## config.mk

```make
export PLATFORM = sky130hd
export DESIGN_NAME = writeback_stage
export DESIGN_NICKNAME = d
export VERILOG_FILES = /design/src/rtl/wb_pkg.sv /design/src/rtl/load_extend.sv /design/src/rtl/writeback_stage.sv
export SDC_FILE = /design/constraint.sdc
export NUM_CORES = 1
export LEC_CHECK = 0
export CORE_AREA = 2 2 198 200
export DETAILED_ROUTE_END_ITERATION = 10
export DIE_AREA = 0 0 200 202
export MAX_ROUTING_LAYER = met4
export PLACE_DENSITY = 0.58
export REMOVE_ABC_BUFFERS = 1
export SYNTH_ARGS = -nofsm -noshare
export SYNTH_HDL_FRONTEND = slang
export SYNTH_SLANG_ARGS = --single-unit
```

## constraint.sdc

```tcl
create_clock -name clk -period 3 [get_ports clk]
set_input_delay 0.3 -clock clk [delete_from_list [all_inputs] [get_ports clk]]
set_output_delay 0.3 -clock clk [all_outputs]
set_load 0.01 [all_outputs]
```

## src/rtl/wb_pkg.sv

```systemverilog
// Shared types and helpers for the writeback stage: result source encoding,
// load funct3 codes, default sizing and the retire popcount.
package wb_pkg;
    localparam int LANES_DEF = 2;
    localparam int XLEN_DEF  = 32;

    typedef enum logic [1:0] {
        SRC_ALU     = 2'b00,
        SRC_LOAD    = 2'b01,
        SRC_LINK    = 2'b10,
        SRC_ALU_ALT = 2'b11
    } result_src_t;

    localparam logic [2:0] F3_LB  = 3'b000;
    localparam logic [2:0] F3_LH  = 3'b001;
    localparam logic [2:0] F3_LW  = 3'b010;
    localparam logic [2:0] F3_LBU = 3'b100;
    localparam logic [2:0] F3_LHU = 3'b101;

    // Lanes are zero-extended to 32 bits by the caller, so up to 32 lanes fit.
    function automatic logic [63:0] popcount(input logic [31:0] v);
        logic [63:0] n;
        n = '0;
        for (int k = 0; k < 32; k++) n = n + 64'(v[k]);
        return n;
    endfunction
endpackage

```

## src/rtl/load_extend.sv

```systemverilog
// Per-lane load data extraction: picks the addressed byte/halfword from the
// loaded word and sign- or zero-extends it according to funct3.
module load_extend
    import wb_pkg::*;
#(
    parameter int XLEN = XLEN_DEF
) (
    input  logic [XLEN-1:0] word,
    input  logic [1:0]      off,
    input  logic [2:0]      funct3,
    output logic [XLEN-1:0] ext
);
    logic [7:0]  b;
    logic [15:0] h;

    assign b = 8'(word >> {off, 3'b000});
    assign h = 16'(word >> {off[1], 4'b0000});

    always_comb begin
        ext = word;
        case (funct3)
            F3_LB:   ext = {{(XLEN-8){b[7]}}, b};
            F3_LBU:  ext = {{(XLEN-8){1'b0}}, b};
            F3_LH:   ext = {{(XLEN-16){h[15]}}, h};
            F3_LHU:  ext = {{(XLEN-16){1'b0}}, h};
            default: ext = word;
        endcase
    end
endmodule

```

## src/rtl/writeback_stage.sv

```systemverilog
// N-lane MEM/WB register with result select, load extension, same-cycle
// write-after-write suppression between lanes and a retired-instruction counter.
module writeback_stage
    import wb_pkg::*;
#(
    parameter int LANES = LANES_DEF,
    parameter int XLEN  = XLEN_DEF
) (
    input  logic                        clk,
    input  logic                        rst,
    input  logic                        StallW,
    input  logic                        FlushW,
    input  logic [LANES-1:0]            ValidM,
    input  logic [LANES-1:0]            RegWriteM,
    input  logic [LANES-1:0][4:0]       RdM,
    input  logic [LANES-1:0][1:0]       ResultSrcM,
    input  logic [LANES-1:0][2:0]       Funct3M,
    input  logic [LANES-1:0][XLEN-1:0]  ALUResultM,
    input  logic [LANES-1:0][XLEN-1:0]  ReadDataM,
    input  logic [LANES-1:0][XLEN-1:0]  PCLinkM,
    output logic [LANES-1:0][XLEN-1:0]  ResultW,
    output logic [LANES-1:0][4:0]       RdW,
    output logic [LANES-1:0]            RegWriteW,
    output logic [LANES-1:0]            ValidW,
    output logic [63:0]                 InstretW
);
    logic [LANES-1:0]            valid_q, rw_q, killed;
    logic [LANES-1:0][4:0]       rd_q;
    logic [LANES-1:0][1:0]       src_q;
    logic [LANES-1:0][2:0]       f3_q;
    logic [LANES-1:0][XLEN-1:0]  alu_q, rdata_q, link_q, ext;
    logic [LANES-1:0][LANES-1:0] hit;
    logic [63:0]                 instret_q;

    always_ff @(posedge clk) begin
        if (rst) begin
            valid_q   <= '0;
            rw_q      <= '0;
            rd_q      <= '0;
            src_q     <= '0;
            f3_q      <= '0;
            alu_q     <= '0;
            rdata_q   <= '0;
            link_q    <= '0;
            instret_q <= '0;
        end else begin
            // Count what is leaving W now; flush only affects what enters.
            if (!StallW) instret_q <= instret_q + popcount(32'(valid_q));
            if (FlushW)      valid_q <= '0;
            else if (!StallW) valid_q <= ValidM;
            if (!StallW) begin
                rw_q    <= RegWriteM;
                rd_q    <= RdM;
                src_q   <= ResultSrcM;
                f3_q    <= Funct3M;
                alu_q   <= ALUResultM;
                rdata_q <= ReadDataM;
                link_q  <= PCLinkM;
            end
        end
    end

    // hit[i][j]: a younger lane j writes the same nonzero rd as lane i.
    for (genvar i = 0; i < LANES; i++) begin : g_kill
        for (genvar j = 0; j < LANES; j++) begin : g_pair
            if (j > i) begin : g_young
                assign hit[i][j] = valid_q[j] & rw_q[j] & (rd_q[j] == rd_q[i])
                                 & (rd_q[j] != 5'd0);
            end else begin : g_none
                assign hit[i][j] = 1'b0;
            end
        end
        assign killed[i] = |hit[i];
    end

    for (genvar i = 0; i < LANES; i++) begin : g_lane
        load_extend #(.XLEN(XLEN)) u_ext (
            .word   (rdata_q[i]),
            .off    (alu_q[i][1:0]),
            .funct3 (f3_q[i]),
            .ext    (ext[i])
        );
        assign ResultW[i]   = (src_q[i] == SRC_LOAD) ? ext[i]
                            : (src_q[i] == SRC_LINK) ? link_q[i] : alu_q[i];
        assign RegWriteW[i] = valid_q[i] & rw_q[i] & (rd_q[i] != 5'd0)
                            & ~StallW & ~killed[i];
    end

    assign RdW      = rd_q;
    assign ValidW   = valid_q;
    assign InstretW = instret_q;
endmodule

```

==> reports/qor.csv <==
metric,value,unit
CTS Buffer Depth,3,
Final #Nets,2081,
Starting Density,34.7,%
WP data required,2.70,ns
"FF+latch count, synth",280,
CTS tree,done,
slowest CP cell,mux4_2,
"Async S/R FF share, synth",0,%
Main synth FF type,dfxtp_1,
Pins Over Slew Limit,0,
gr ovfl total,0,
Hold Path Class,in -> reg,
crit path cell chain,mux4_2 > nand2_1 > o21ai_4 > a221oi_2 > nor2_1 > clkdlybuf4s50_1,
clock slew at reported path FFs,0.06,ns
"Largest stage delay, worst path",0.51,ns
Pwr per Cell Area,517,mW/mm^2
CP max FO,8,
IO Count,362,
Fin. Hold Viols,0,
worst-margin pin slew,1.10,ns
launching point of the worst reg2reg path,ValidW[0],
count of different cell masters after synthesis,52,
WP data arrival,2.59,ns
root buf cell,clkbuf_16,
flop2flop setup slack,0.23,ns
fillcell total,3672,
Setup Skew,0.00871,ns
multi-input logic area,0.00728,sq mm
reg2reg end,InstretW[63],
f_max,346,MHz
CP endpoint kind,primary output,
Core Footprint,0.0383,sq mm
r2r worst-path depth,7,
GP Congestion,0.860,
initial DRC count,616,
area delta synth->final,41.7,%
vias in the first global route,11900,
outcome,completed,
worst skew pair latency,0.53,ns
worst hold endpoint,alu_q[46],
critical path class,reg -> out,
DP HPWL,31.5,mm
Pleak,7.57,nW
Mapped Cells,1527,
register area,0.00563,sq mm
Overall Global Routing Usage,22.1,%
drt wl/cell,18.4,um
main area contributors after synthesis,"dfxtp_1 42%, mux2i_1 18%, nor2_1 8.8%, nand2_1 3.3%, mux2_2 2.9%",
largest net degree at the start of global routing,125,
"EDFF count, synth",0,
Die Area,0.0404,sq mm
cell taking the most area after synthesis,dfxtp_1,
Die Ht,202,um
first-pass GRT wire length,67.8,mm
row count,72,
"Setup violations, final",0,
Via density,5.09,
Post-Place Cells,2334,
final core occ,49.2,%
Worst Setup Start Kind,flop,
Mapped Avg Cell Area,8.70,sq um
final worst path period need,2.89,ns
Synth Cell Area,0.0133,sq mm
sequential cell area fraction in the yosys report,42.2,%
WL final,44.5,mm
cts bufs inserted,35,
clk sinks,280,
Hold Path Stages,3,
IO buf count,361,
hold path start,StallW,
Synth top area share,42.2,%
DRT Pass-1 Iters,5,
antenna-violating nets left,0,
Worst slew margin,26.7,%
total number of vias,12300,
Ys Warns,0,
Placed Area,0.0175,sq mm
drt drc,0,
maximum vdd drop,0.461,mV
max-cap viol count,0,
share of cells above drive strength 1,9.29,%
cell area after layout,0.0188,sq mm
H-tree levels,2,
RSZ-0062 raised after global routing,yes,
initial antenna violation count,8,
most frequent cell after synthesis,nor2_1,
Final Non-Filler Cells,2410,
final worst-path cycle share,96.4,%
Die W,200,um
Commonest cells post-synth,"310 x nor2_1, 280 x dfxtp_1, 243 x mux2i_1",
flip-flops by register name, summed over array words and instances (netlist names):
signal / count
alu_q: 64
RdW: 10
src_q: 4
link_q: 64
f3_q: 6
rdata_q: 64
ValidW: 2
rw_q: 2
InstretW: 64
cell type report:
| cell class | count | share of cell area [%] |
|---|---|---|
| inverters | 22 | 0.439 |
| diodes | 9 | 0.120 |
| multi-input cells | 1112 | 38.7 |
| well taps | 518 | 3.44 |
| repair buffers | 408 | 21.5 |
| clock buffers | 49 | 5.30 |
| clock inverters | 12 | 0.665 |
| flip-flops and latches | 280 | 29.9 |
power breakdown:
group          internal, mW  total (mW)  switching, mW
Clock                  2.50        4.17           1.67
Combinational         0.820        1.51          0.694
Sequential             3.89        4.04          0.149
Total                  7.21        9.73           2.51
metrics by stage:
step                      setup WS [ns]  power (mW)  TNS (ns)  hold WS [ns]
after floorplan                  0.0603        4.71         0         0.369
after global placement            0.166        5.61         0         0.472
after detailed placement          0.139        5.63         0         0.478
after CTS                       0.00259        9.85         0         0.149
after global routing           -0.00541        10.1  -0.00541         0.162
final                             0.109        9.73         0         0.182
cells by family after synthesis:
| group | after synthesis | share of synthesized area (%) |
|---|---|---|
| multiplexers | 278 | 21.4 |
| AO/OA/AOI/OAI | 219 | 10.6 |
| adder cells (fa/ha/maj) | 2 | 0.245 |
| XOR/XNOR | 40 | 2.64 |
| buffers and inverters | 135 | 3.86 |
| flip-flops | 280 | 42.2 |
| AND/OR/NAND/NOR | 573 | 19.2 |
cells in the final DEF (no fill, tap or decap), types with 5 or more instances in the layout:
cell / Yosys / final
clkinv_2: 0 / 6
dlymetal6s2s_1: 0 / 5
diode_2: 0 / 9
nand3_1: 27 / 27
buf_4: 0 / 38
mux2i_1: 243 / 243
nor2b_1: 11 / 9
a21oi_1: 63 / 62
o22ai_1: 34 / 34
nor2_1: 310 / 309
dfxtp_1: 280 / 270
a211oi_1: 7 / 6
nand2_1: 118 / 116
or3_1: 11 / 11
buf_12: 0 / 6
or4_1: 18 / 18
and3_1: 8 / 8
clkdlybuf4s50_1: 0 / 331
nand2b_1: 10 / 9
xor2_1: 30 / 30
xnor2_1: 10 / 10
a221oi_2: 0 / 8
dfxtp_2: 0 / 7
clkbuf_1: 78 / 7
clkbuf_8: 0 / 8
o21ai_0: 40 / 37
o221ai_1: 6 / 6
clkbuf_16: 0 / 35
nand4_1: 25 / 25
o31ai_1: 16 / 16
nor3_1: 15 / 15
a221oi_1: 31 / 23
dlygate4sd2_1: 0 / 23
inv_1: 22 / 22
mux2_2: 34 / 34
metal layers:
layer / global-route usage, % / part of all wire, %
met5: - / 0
met4: 6.14 / 2.3
met3: 6.44 / 7.0
met2: 35.4 / 47
met1: 27.1 / 44
worst max path at each step:
stage,startpoint,to,slack [ns]
2_1_floorplan,src_q[2],ResultW[62],0.06
3_3_place_gp,ValidW[0],InstretW[61],0.17
3_5_place_dp,ValidW[0],InstretW[55],0.14
4_1_cts,RdW[7],RegWriteW[0],0.003
5_1_grt,alu_q[0],ResultW[0],-0.005
6_report,alu_q[0],ResultW[10],0.11
worst max-delay path: cells and delay by family (launching register included):
family                 cells  cell delay (ns)
and+or+nand+nor            2             0.27
DFF                        1             0.40
muxes                      1             0.51
AOI/OAI and AO/OA          2             0.38
buffers and inverters      1             0.50
timing repair:
item,4_1_cts,5_1_grt
setup endpoints to repair,53,27
resized for setup,47,22
gates cloned,1,0
hold buffers,0,0
pin swaps,1,5
buffers inserted,1,4
(Power assumes the default switching activity.)
